`src/rtl/avsdpll_fll_ctrl.sv`:
```
// Digital frequency-lock loop controller for the DCO.
// Counts DCO clock cycles per reference period and compares the count with the
// multiplier B. It then steers a saturating control word toward CLK = B * REF.
// It also reports lock, loss of reference and the signed frequency error.
module avsdpll_fll_ctrl #(
  parameter int DIV_W      = 4,
  parameter int CTRL_W     = 8,
  parameter int CTRL_INIT  = 128,
  parameter int GAIN_SHIFT = 1,
  parameter int LOCK_TOL   = 0,
  parameter int LOCK_COUNT = 4
) (
  input  logic                    CLK,
  input  logic                    RST_N,
  input  logic                    EN,
  input  logic                    HOLD,
  input  logic                    REF,
  input  logic [DIV_W-1:0]        B,
  output logic [CTRL_W-1:0]       DCO_CTRL,
  output logic signed [DIV_W+2:0] ERR,
  output logic                    MEAS_VALID,
  output logic                    LOCK,
  output logic                    REF_LOST
);

  localparam int CNT_W  = DIV_W + 2;
  localparam int SUM_W  = ((CTRL_W > CNT_W) ? CTRL_W : CNT_W) + 2;
  localparam int LCNT_W = $clog2(LOCK_COUNT + 1);

  localparam logic [CNT_W-1:0]        CNT_MAX  = '1;
  localparam logic [CNT_W:0]          TOL      = (CNT_W + 1)'(LOCK_TOL);
  localparam logic signed [SUM_W-1:0] DCO_MAX  = SUM_W'((1 << CTRL_W) - 1);
  localparam logic [CTRL_W-1:0]       DCO_INIT = CTRL_W'(CTRL_INIT);
  localparam logic [LCNT_W-1:0]       LCNT_TGT = LCNT_W'(LOCK_COUNT);

  typedef enum logic [1:0] {ST_OFF, ST_WAIT, ST_TRACK, ST_LOCKED} state_t;

  state_t state_q, state_d;

  logic ref_s1_q, ref_s1_d;
  logic ref_s2_q, ref_s2_d;
  logic ref_s3_q, ref_s3_d;
  logic ref_pulse_q, ref_pulse_d;

  logic [CNT_W-1:0]        cnt_q, cnt_d;
  logic [CNT_W-1:0]        meas_q, meas_d;
  logic                    pend_q, pend_d;
  logic signed [CNT_W:0]   err_q, err_d;
  logic [CTRL_W-1:0]       dco_q, dco_d;
  logic                    valid_q, valid_d;
  logic                    lost_q, lost_d;
  logic [LCNT_W-1:0]       lcnt_q, lcnt_d;

  logic signed [CNT_W:0]   err_v;
  logic signed [CNT_W:0]   step_v;
  logic signed [SUM_W-1:0] sum_v;
  logic [CTRL_W-1:0]       dco_sat;
  logic [CNT_W:0]          abs_v;
  logic                    in_tol;
  logic                    b_ok;
  logic                    timeout;
  logic [LCNT_W-1:0]       lcnt_inc;

  // Synchronise REF into the CLK domain and register a one-cycle rising-edge pulse
  always_comb begin
    ref_s1_d    = REF;
    ref_s2_d    = ref_s1_q;
    ref_s3_d    = ref_s2_q;
    ref_pulse_d = ref_s2_q & ~ref_s3_q;
  end

  // Error, loop step, saturated control word and lock tolerance for the pending measurement
  always_comb begin
    err_v    = $signed({{(CNT_W + 1 - DIV_W){1'b0}}, B}) - $signed({1'b0, meas_q});
    step_v   = err_v >>> GAIN_SHIFT;
    sum_v    = SUM_W'($signed({1'b0, dco_q})) + SUM_W'(step_v);
    dco_sat  = sum_v[CTRL_W-1:0];
    if (sum_v[SUM_W-1]) begin
      dco_sat = '0;
    end else if (sum_v > DCO_MAX) begin
      dco_sat = '1;
    end
    abs_v    = err_v[CNT_W] ? $unsigned(-err_v) : $unsigned(err_v);
    in_tol   = (abs_v <= TOL);
    b_ok     = (B > DIV_W'(1));
    timeout  = (cnt_q == CNT_MAX);
    lcnt_inc = lcnt_q + 1'b1;
  end

  // Loop state machine, period counter and update step
  always_comb begin
    state_d = state_q;
    cnt_d   = cnt_q;
    meas_d  = meas_q;
    pend_d  = 1'b0;
    err_d   = err_q;
    dco_d   = dco_q;
    valid_d = 1'b0;
    lost_d  = lost_q;
    lcnt_d  = lcnt_q;

    // Free-running period counter: restarts at 1 on each pulse, saturates at CNT_MAX
    if (ref_pulse_q) begin
      meas_d = cnt_q;
      cnt_d  = CNT_W'(1);
    end else if (!timeout) begin
      cnt_d = cnt_q + 1'b1;
    end

    case (state_q)
      ST_OFF: begin
        cnt_d = '0;
        if (EN) begin
          state_d = ST_WAIT;
        end
      end
      ST_WAIT: begin
        // First edge after enable or after a timeout only arms the counter
        if (ref_pulse_q) begin
          state_d = ST_TRACK;
          lost_d  = 1'b0;
        end
      end
      ST_TRACK, ST_LOCKED: begin
        if (ref_pulse_q) begin
          if (timeout) begin
            // Period too long to be trusted: drop it and restart lock qualification
            state_d = ST_TRACK;
            lcnt_d  = '0;
          end else begin
            pend_d = 1'b1;
          end
        end else if (timeout) begin
          lost_d  = 1'b1;
          state_d = ST_WAIT;
          lcnt_d  = '0;
        end else if (pend_q) begin
          valid_d = 1'b1;
          err_d   = err_v;
          if (!b_ok) begin
            state_d = ST_TRACK;
            lcnt_d  = '0;
          end else begin
            if (!HOLD) begin
              dco_d = dco_sat;
            end
            if (!in_tol) begin
              state_d = ST_TRACK;
              lcnt_d  = '0;
            end else if (state_q == ST_TRACK) begin
              lcnt_d = lcnt_inc;
              if (lcnt_inc >= LCNT_TGT) begin
                state_d = ST_LOCKED;
              end
            end
          end
        end
      end
      default: state_d = ST_OFF;
    endcase

    // Disable overrides everything and parks the loop at its initial word
    if (!EN) begin
      state_d = ST_OFF;
      cnt_d   = '0;
      pend_d  = 1'b0;
      valid_d = 1'b0;
      dco_d   = DCO_INIT;
      lost_d  = 1'b0;
      lcnt_d  = '0;
    end
  end

  // State and datapath registers
  always_ff @(posedge CLK or negedge RST_N) begin
    if (!RST_N) begin
      state_q     <= ST_OFF;
      ref_s1_q    <= 1'b0;
      ref_s2_q    <= 1'b0;
      ref_s3_q    <= 1'b0;
      ref_pulse_q <= 1'b0;
      cnt_q       <= '0;
      meas_q      <= '0;
      pend_q      <= 1'b0;
      err_q       <= '0;
      dco_q       <= DCO_INIT;
      valid_q     <= 1'b0;
      lost_q      <= 1'b0;
      lcnt_q      <= '0;
    end else begin
      state_q     <= state_d;
      ref_s1_q    <= ref_s1_d;
      ref_s2_q    <= ref_s2_d;
      ref_s3_q    <= ref_s3_d;
      ref_pulse_q <= ref_pulse_d;
      cnt_q       <= cnt_d;
      meas_q      <= meas_d;
      pend_q      <= pend_d;
      err_q       <= err_d;
      dco_q       <= dco_d;
      valid_q     <= valid_d;
      lost_q      <= lost_d;
      lcnt_q      <= lcnt_d;
    end
  end

  assign DCO_CTRL   = dco_q;
  assign ERR        = err_q;
  assign MEAS_VALID = valid_q;
  assign LOCK       = (state_q == ST_LOCKED);
  assign REF_LOST   = lost_q;

endmodule

```
`config.mk`:
```
export PLATFORM = sky130hd
export DESIGN_NAME = avsdpll_fll_ctrl
export DESIGN_NICKNAME = d
export VERILOG_FILES = /design/src/rtl/avsdpll_fll_ctrl.sv
export SDC_FILE = /design/constraint.sdc
export NUM_CORES = 1
export LEC_CHECK = 0
export CORE_MARGIN = 8
export CORE_UTILIZATION = 25
export DETAILED_ROUTE_END_ITERATION = 7
export PLACE_DENSITY = 0.47
export SYNTH_ARGS = -nofsm -noshare
export SYNTH_HDL_FRONTEND = slang
export SYNTH_SLANG_ARGS = --single-unit
```
`constraint.sdc`:
```
create_clock -name CLK -period 4.85 [get_ports CLK]
set_input_delay 0.7275 -clock CLK [delete_from_list [all_inputs] [get_ports CLK]]
set_output_delay 0.7275 -clock CLK [all_outputs]
set_load 0.03 [all_outputs]
```
==> impl_metrics.json, run 1 <==
{
  "outcome": "finished, final reports clean",
  "route.met2.wl_um": 2780,
  "yosys_warnings": 0,
  "synth_nets": 297,
  "diodes": 0,
  "cp_top_family": "adder cells",
  "grt_antenna_before_repair": 0,
  "dpl_cell_area_um2": 2860,
  "whs_ps": 360,
  "relSlewSlack_pct": 39.6,
  "switching_power_mw": 0.209,
  "overflow": 0,
  "layout_common_cells": "nand2_1 (42), dfrtp_1 (38), clkdlybuf4s50_1 (25)",
  "worst-endpoint-required_ps": 5070,
  "ys_types": 50,
  "p_clk_share_pct": 35.8,
  "ys_seq_area_share_pct": 40.1,
  "grt_max_degree": 40,
  "path_clk_slew_ps": 80,
  "ctsHoldBuffers": 0,
  "wl_met1_um": 2730,
  "cp_data_arrival_time_ps": 4270,
  "drtPass1Iterations": 5,
  "start_util_pct": 25.4,
  "cts_buffer_depth": 2,
  "yosysTopAreaCellShare_pct": 39.1,
  "gp_congestion": 0.779,
  "combPwrFrac_pct": 18.1,
  "htreeDepth": 2,
  "post_cts_buffers": 0,
  "startpoint_type": "primary input",
  "viasPerCell": 4.56,
  "yosys-top-cells-area": "dfrtp_1 (39%), ha_1 (8.7%), nand2_1 (6.5%)",
  "worst_pin_slew_ps": 906,
  "wire_per_inst_um": 13.5,
  "power.density_nw_per_um2": 254,
  "dp_hpwl_um": 4480,
  "synth_top_family_by_area": "simple AND/OR/NAND/NOR gates",
  "coreArea_um2": 9590,
  "fmax_ghz": 0.247,
  "die_h_um": 115,
  "p_sw_share_pct": 27.7,
  "row_count": 36,
  "final_antenna_net_count": 0,
  "synthFlopType": "dfrtp_1",
  "hold_class": "flop to flop",
  "cts_tree": "done",
  "crit_chain": "clkdlybuf4s50_1 -> inv_1 -> ha_1 -> fa_1 -> nand2b_1 -> a2111oi_4 -> inv_1 -> ha_1 -> o21ai_1 -> nand2b_1 -> and2_1 -> a21oi_1 -> xnor2_1 -> or3_1 -> o211ai_1",
  "muxShareOfSynthArea_pct": 1.75,
  "cts.sinks": 39,
  "highest_layer": "met4",
  "synth_area_leader_cell": "dfrtp_1",
  "area_growth_pct": 21.7,
  "netlist_instances": 269,
  "rsz0062_at_grt": "no",
  "syn_avg_cell_area_um2": 9.05,
  "cp_slowest_cell": "clkdlybuf4s50_1",
  "dpl.cell_count": 426,
  "setup_viol": 0,
  "drc_errors": 0,
  "fin_nets": 328,
  "period_needed_ps": 4060,
  "grt_pass1_wl_um": 9680,
  "drtIter0Drc": 78,
  "hold_violations": 0,
  "synth_fa_ha_area_share_pct": 10.4,
  "drv_slew": 0,
  "cts_buffers": 5,
  "sequentialPowerShare_pct": 46.1,
  "tns_ps": 0,
  "fillers": 1005,
  "syn_area_um2": 2430,
  "drv_cap": 0,
  "instances_no_fill": 433,
  "grt_pass1_vias": 2007,
  "worstSetupPathType": "primary input to flop",
  "power.internal_mw": 0.544,
  "critPathBufInv": 3,
  "grt_use_total_pct": 9.40,
  "max_stage_delay_ps": 450,
  "wl_um": 5830,
  "dr_wl_met3_um": 264,
  "clock_latency_ps": 290,
  "fp.dieW_um": 115,
  "io_buffers": 26,
  "finalCritPeriodShare_pct": 83.6,
  "finClkSkew_ps": 6.84,
  "synth_edf_count": 0,
  "crit_path_max_fanout": 8,
  "clockRootBuffer": "clkbuf_8",
  "io_pins": 27,
  "cp-end-kind": "flop",
  "total_leakage_power_nw": 1.34,
  "drive_gt1_share_pct": 6.33,
  "synth_seq_cells": 39,
  "final_common_cell": "nand2_1",
  "cts_resized": 0,
  "synth-compound-area-share_pct": 18.2,
  "synthXorXnorAreaFrac_pct": 5.29,
  "yosys.area_share.simple_pct": 20.4,
  "irDropWorstVdd_mv": 0.155,
  "die_area_um2": 13200,
  "vias": 1975,
  "stdcell_area_um2": 2960,
  "postSynth.asyncResetShare_pct": 100
}
==> through the flow <==
stage	power, mW	util [%]	setup slack (ps)
2_1_floorplan	0.441	-	965
3_3_place_gp	0.491	29.8	526
3_5_place_dp	0.492	29.8	469
4_1_cts	0.767	30.9	791
5_1_grt	0.800	30.9	528
6_report	0.753	30.9	794
==> routing by layer <==
metal | track usage (%) | up-vias
met3 | 2.64 | 8
met5 | 0 | -
met4 | 2.71 | 0
li1 | - | 995
met2 | 15.5 | 31
met1 | 11.7 | 941
==> area by class of cell <==
cell class                      instances  area [um2]  area share [%]
Multi-Input combinational cell        207        1370            46.1
Sequential cell                        39         977            33.0
Inverter                               17        63.8            2.15
Timing Repair Buffer                   30         285            9.62
Clock buffer                            5        68.8            2.32
Tap cell                              133         166            5.61
Clock inverter                          2        37.5            1.27
==> kinds of logic after synthesis <==
group                      count (synthesis)
buffers and inverters                     23
muxes                                      4
DFF                                       39
adders and majority gates                 19
and+or+nand+nor                          103
xor gates and xnor gates                  13
AOI/OAI and AO/OA                         68
==> synth_stat cells (all sizes together), types with 5 or more instances <==
cell,count
a21oi,18
a22oi,5
and3,5
dfrtp,38
ha,17
inv,17
nand2,42
nand2b,6
nand3,6
nor2,19
o211ai,5
o21ai,23
xnor2,8
==> registers in the layout, summed over array words and instances (netlist names) <==
register	flops
ref_pulse_q	1
REF_LOST	1
ref_s3_q	1
state_q	2
MEAS_VALID	1
cnt_q	6
ref_s2_q	1
ref_s1_q	1
ERR	7
DCO_CTRL	8
meas_q	6
lcnt_q	3
pend_q	1
==> power by group through the flow <==
stage / Combinational (mW) / Clock [mW] / Sequential (mW)
after floorplan: 0.0822 / 0 / 0.359
after global placement: 0.138 / 0 / 0.353
after detailed placement: 0.139 / 0 / 0.353
after CTS: 0.139 / 0.281 / 0.347
after global routing: 0.152 / 0.300 / 0.349
final: 0.137 / 0.269 / 0.347
==> worst paths after layout <==
check                               start  slack (ps)     endpoint  depth (start not counted)
worst min register to register   ref_s1_q         360     ref_s2_q                          0
worst min-delay path             ref_s1_q         360     ref_s2_q                          0
max in group asynchronous           RST_N        3730    lcnt_q[0]                          1
worst max-delay path                 B[0]         790  DCO_CTRL[6]                         15
min in group asynchronous           RST_N         560       ERR[3]                          1
worst max register to register  meas_q[0]        1310  DCO_CTRL[6]                         13
==> worst register-to-register path, stage by stage, from the launching register on <==
cell and delay [ps]:
dfrtp_1 410, ha_1 220, fa_1 420, nand2b_1 220, a2111oi_4 330, inv_1 220
ha_1 390, o21ai_1 140, nand2b_1 80, and2_1 180, a21oi_1 230, xnor2_1 120
or3_1 340, o211ai_1 170
Note: power is estimated with default switching activity, not from simulation.
==> run 2: changes to the inputs <==
==> constraint.sdc (replaced) <==
create_clock -name CLK -period 3.93 [get_ports CLK]
set_input_delay 0.5895 -clock CLK [delete_from_list [all_inputs] [get_ports CLK]]
set_output_delay 0.5895 -clock CLK [all_outputs]
set_load 0.03 [all_outputs]
==> run 2 against run 1 <==
First-iteration DRC count is 9.0% lower. Largest power group unchanged. Sequential share of layout area shrank 1.2 points. Clock-buffer cell count increased by 1. Flip-flop and latch count did not move. Worst setup slack worse by 560 ps. Combinational power grew 33%. Register-to-register slack got worse by 700 ps. Clock power grew 3%. Total power increased by 18%.
==> impl_metrics.json, run 2 (synthesis gave the netlist of run 1 again) <==
{
  "crit_end": "DCO_CTRL[2]",
  "path_clk_slew_ps": 80,
  "r2r_slack_ps": 610,
  "grt_use_total_pct": 9.62,
  "crit_path_max_fanout": 5,
  "wl_um": 5810,
  "die_area_um2": 13200,
  "hold_class": "flop to flop",
  "viasPerCell": 4.46,
  "drive_gt1_share_pct": 12.0,
  "worst_pin_slew_ps": 886,
  "final_antenna_net_count": 0,
  "drtIter0Drc": 71,
  "clock_latency_ps": 300,
  "overflow": 0,
  "relSlewSlack_pct": 40.9,
  "row_count": 36,
  "fmax_ghz": 0.270,
  "grt_pass1_vias": 2038,
  "grt_max_degree": 40,
  "reg2reg_from": "meas_q[0]",
  "vias": 2007,
  "outcome": "finished, final reports clean",
  "start_util_pct": 25.4,
  "r2r_cells": 14,
  "irDropWorstVdd_mv": 0.115,
  "ctsHoldBuffers": 0,
  "startpoint_type": "primary input",
  "grt_pass1_wl_um": 10000,
  "hold_violations": 0,
  "setup_slack_ps": 232,
  "r2r-end": "DCO_CTRL[2]",
  "drv_cap": 0,
  "power.density_nw_per_um2": 288,
  "cts_tree": "done",
  "cts_buffers": 5,
  "wire_per_inst_um": 12.9,
  "grt_antenna_before_repair": 0,
  "area_growth_pct": 26.4,
  "io_buffers": 26,
  "cp-end-kind": "flop",
  "cts_buffer_depth": 2,
  "gp_congestion": 0.782,
  "coreArea_um2": 9590,
  "dp_hpwl_um": 4440,
  "rsz0062_at_grt": "yes",
  "drtPass1Iterations": 4,
  "diodes": 0,
  "post-route-util_pct": 32.1,
  "fin_nets": 344,
  "period_needed_ps": 3700,
  "die_h_um": 115,
  "drc_errors": 0,
  "finalCritPeriodShare_pct": 94.1,
  "clockRootBuffer": "clkbuf_8",
  "total_leakage_power_nw": 1.42,
  "drv_slew": 0,
  "cts.sinks": 39,
  "htreeDepth": 2,
  "fp.dieW_um": 115,
  "io_pins": 27,
  "worst-endpoint-required_ps": 4160,
  "finClkSkew_ps": 7.52,
  "pre_cts_slack_ps": -136,
  "final_common_cell": "nand2_1",
  "layout_common_cells": "nand2_1 (41), dfrtp_1 (38), clkdlybuf4s50_1 (25)",
  "largest_reg_flops": 8,
  "cp_data_arrival_time_ps": 3930,
  "setup_viol": 0,
  "startpoint": "B[0]",
  "worstSetupPathType": "primary input to flop"
}
## run 2: changes by cell type in the layout (fill, tap and decap cells not counted), sizes merged
cell	before	now
bufinv	1	0
buf	5	21
clkbuf	5	6
clkinv	0	1
## run 2: worst min path at each step
stage,cells after the start,slack (ps),start,to
6_report,0,360,ref_s1_q,ref_s2_q
5_1_grt,0,380,ref_s1_q,ref_s2_q
4_1_cts,0,360,ref_s1_q,ref_s2_q
3_5_place_dp,0,340,ref_s1_q,ref_s2_q
3_3_place_gp,0,340,ref_s1_q,ref_s2_q
2_1_floorplan,0,290,RST_N,DCO_CTRL[0]
## run 2: metal layers
| metal | wire [um] | track usage, % |
|---|---|---|
| met5 | 0 | 0 |
| met2 | 2710 | 15.9 |
| met3 | 275 | 2.43 |
| met4 | 86 | 2.98 |
| met1 | 2740 | 12.0 |
## run 2: final cells by class
cell class              count  area (um2)
clock inverters             2        12.5
well taps                 133         166
flip-flops and latches     39         977
fillers                  1016        6520
repair buffers             46         405
multi-input cells         207        1380
inverters                  17        63.8
clock buffers               6        72.6
## run 2: power by group
group / switching, mW / total (mW) / leakage [nW] / internal, mW
logic: 0.0980 / 0.182 / 0.879 / 0.0841
registers: 0.0132 / 0.428 / 0.495 / 0.414
clock network: 0.152 / 0.276 / 0.0412 / 0.124
total: 0.263 / 0.885 / 1.42 / 0.623
## run 2: timing repair
action	CTS	global route
setup buffers	0	2
gates resized for setup	0	3
endpoints found under the setup margin	0	8
## run 2: critical path, stage by stage
cell	delay, ps
clkdlybuf4s50_1	450
inv_1	40
ha_1	210
fa_1	390
nand2b_1	210
a2111oi_4	350
inv_1	140
ha_1	330
o21ai_1	140
nand2b_1	90
and2_1	190
a21oi_2	180
mux2i_1	290
buf_4	180
a22oi_1	60
nand2_1	100
## run 2: stage by stage
step | hold WS [ps] | total power [mW] | std cells | setup TNS [ps] | area [um2]
after floorplan | 294 | 0.544 | 269 | 0 | 2430
after global placement | 336 | 0.620 | 440 | -230 | 2960
after detailed placement | 339 | 0.621 | 440 | -667 | 2960
after CTS | 359 | 0.901 | 448 | 0 | 3050
after global routing | 376 | 0.943 | 450 | -4.59 | 3080
final | 356 | 0.885 | 450 | 0 | 3080
==> run 3: changes to the inputs <==
--- a/config.mk
+++ b/config.mk
@@ -5,7 +5,6 @@
 export SDC_FILE = /design/constraint.sdc
 export NUM_CORES = 1
 export LEC_CHECK = 0
-export CORE_MARGIN = 8
 export CORE_UTILIZATION = 25
 export DETAILED_ROUTE_END_ITERATION = 7
 export PLACE_DENSITY = 0.47
==> run 3 against run 2 <==
Cell count decreased by 1.3%. Sequential share of layout area about the same. Clock skew increased by 1.9 ps. Combinational power increased by 3%. Final area about the same. Global-route usage increased by 2.6 points. Hold slack improved by 21 ps. Critical endpoint is now DCO_CTRL[6].
==> impl_metrics.json, run 3 (synthesis gave the netlist of run 1 again) <==
{
  "largest_reg_flops": 8,
  "clock_latency_ps": 290,
  "fin_nets": 342,
  "r2r_slack_ps": 640,
  "post_cts_buffers": 0,
  "grt_antenna_before_repair": 0,
  "setup_viol": 0,
  "worst_pin_slew_ps": 892,
  "outcome": "finished, final reports clean",
  "reg2reg_from": "meas_q[0]",
  "drive_gt1_share_pct": 11.1,
  "wire_per_inst_um": 13.1,
  "dpl_cell_area_um2": 2960,
  "area_growth_pct": 26.5,
  "worst-endpoint-required_ps": 4100,
  "switching_power_mw": 0.267,
  "fmax_ghz": 0.270,
  "vias": 2018,
  "cts_buffers": 5,
  "hold_violations": 0,
  "layout_common_cells": "nand2_1 (42), dfrtp_1 (38), clkdlybuf4s50_1 (25)",
  "dp_hpwl_um": 4430,
  "worstSetupPathType": "primary input to flop",
  "p_total_mw": 0.972,
  "p_clk_share_pct": 36.6,
  "power.density_nw_per_um2": 316,
  "startpoint": "B[0]",
  "drv_slew": 0,
  "combPwrFrac_pct": 19.3,
  "die_h_um": 101,
  "wl_um": 5810,
  "finalCritPeriodShare_pct": 94.1,
  "sequentialPowerShare_pct": 44.0,
  "stdcell_area_um2": 3080,
  "p_sw_share_pct": 27.5,
  "die_area_um2": 10100,
  "fp.dieW_um": 101,
  "io_buffers": 26,
  "startpoint_type": "primary input",
  "tns_ps": 0,
  "cts_tree": "done",
  "gp_congestion": 0.787,
  "start_util_pct": 26.1,
  "grt_pass1_wl_um": 9670,
  "finClkSkew_ps": 9.38,
  "grt_use_total_pct": 12.2,
  "r2r-end": "DCO_CTRL[6]",
  "overflow": 0,
  "htreeDepth": 2,
  "hold_class": "flop to flop",
  "drtIter0Drc": 56,
  "drtPass1Iterations": 4,
  "coreArea_um2": 9330,
  "cp-end-kind": "flop",
  "path_clk_slew_ps": 80,
  "final_common_cell": "nand2_1",
  "cts.sinks": 39,
  "drv_cap": 0,
  "cp_data_arrival_time_ps": 3860,
  "r2r_cells": 13,
  "total_leakage_power_nw": 1.42,
  "row_count": 35,
  "period_needed_ps": 3700,
  "io_pins": 27,
  "viasPerCell": 4.55,
  "irDropWorstVdd_mv": 0.133,
  "power.internal_mw": 0.705,
  "rsz0062_at_grt": "no",
  "crit_end": "DCO_CTRL[6]",
  "crit_path_max_fanout": 7,
  "grt_max_degree": 40,
  "final_antenna_net_count": 0,
  "post-route-util_pct": 33.0,
  "fillers": 975,
  "cts_buffer_depth": 2,
  "drc_errors": 0,
  "diodes": 0,
  "relSlewSlack_pct": 40.5,
  "clockRootBuffer": "clkbuf_8",
  "grt_pass1_vias": 1915
}
==> run 3: cell types whose count changed in the layout (fill, tap and decap cells not counted) <==
| cell | change |
|---|---|
| buf_4 | -2 |
| bufinv_16 | +1 |
| clkbuf_1 | -1 |
| clkbuf_8 | +1 |
| clkinvlp_4 | -1 |
| nand2_1 | +1 |
| nand2_2 | -1 |
| xnor2_1 | +1 |
| xnor2_2 | -1 |
==> run 3: area by class of cell <==
type / instances / area (um2) / share of cell area (%)
clock buffer: 6 / 82.6 / 2.68
clock inverter: 2 / 35.0 / 1.14
inverter: 17 / 63.8 / 2.07
multi-input combinational: 207 / 1370 / 44.5
sequential: 39 / 977 / 31.7
tap: 129 / 161 / 5.24
timing repair buffer: 44 / 390 / 12.7
==> run 3: what timing repair did <==
item | CTS | global route
hold buffers | 0 | 0
setup endpoints to repair | 0 | 2
resized for setup | 0 | 1
==> run 3: per-layer routing <==
layer | up-vias | track usage [%] | wire length (um)
li1 | 1032 | - | -
met1 | 949 | 17.3 | 2990
met2 | 35 | 19.5 | 2590
met3 | 2 | 2.36 | 208
met4 | 0 | 2.23 | 17
met5 | - | 0 | 0
==> run 3: power groups by stage <==
stage	combinational, mW	clock, mW	sequential [mW]
finish	0.188	0.356	0.428
global placement	0.189	0	0.436
detailed placement	0.188	0	0.436
CTS	0.189	0.368	0.428
global route	0.209	0.384	0.431
floorplan	0.101	0	0.443
==> run 3: worst min path at each step <==
stage / endpoint / slack [ps] / depth (start not counted) / startpoint
2_1_floorplan: DCO_CTRL[0] / 290 / 0 / RST_N
3_3_place_gp: ref_s2_q / 340 / 0 / ref_s1_q
3_5_place_dp: ref_s2_q / 350 / 0 / ref_s1_q
4_1_cts: ref_s2_q / 370 / 0 / ref_s1_q
5_1_grt: ref_s2_q / 390 / 0 / ref_s1_q
6_report: ref_s2_q / 380 / 0 / ref_s1_q
==> run 3: worst max-delay path, stage by stage <==
cell and delay, ps:
clkdlybuf4s50_1 450, inv_1 40, ha_1 210, fa_1 400, nand2b_1 220, a2111oi_4 330
inv_1 120, ha_1 320, buf_4 150, nand3_1 70, a21oi_1 40, o31ai_1 220
mux2_2 380, nand2_1 190, o211ai_1 130
==> run 3: stage by stage <==
stage          hold slack (ps)  cells  worst slack (ps)
6_report                   377    444               233
5_1_grt                    387    444              14.4
4_1_cts                    374    444               183
3_5_place_dp               346    436             -95.9
3_3_place_gp               338    436             -46.8
2_1_floorplan              294    269               183
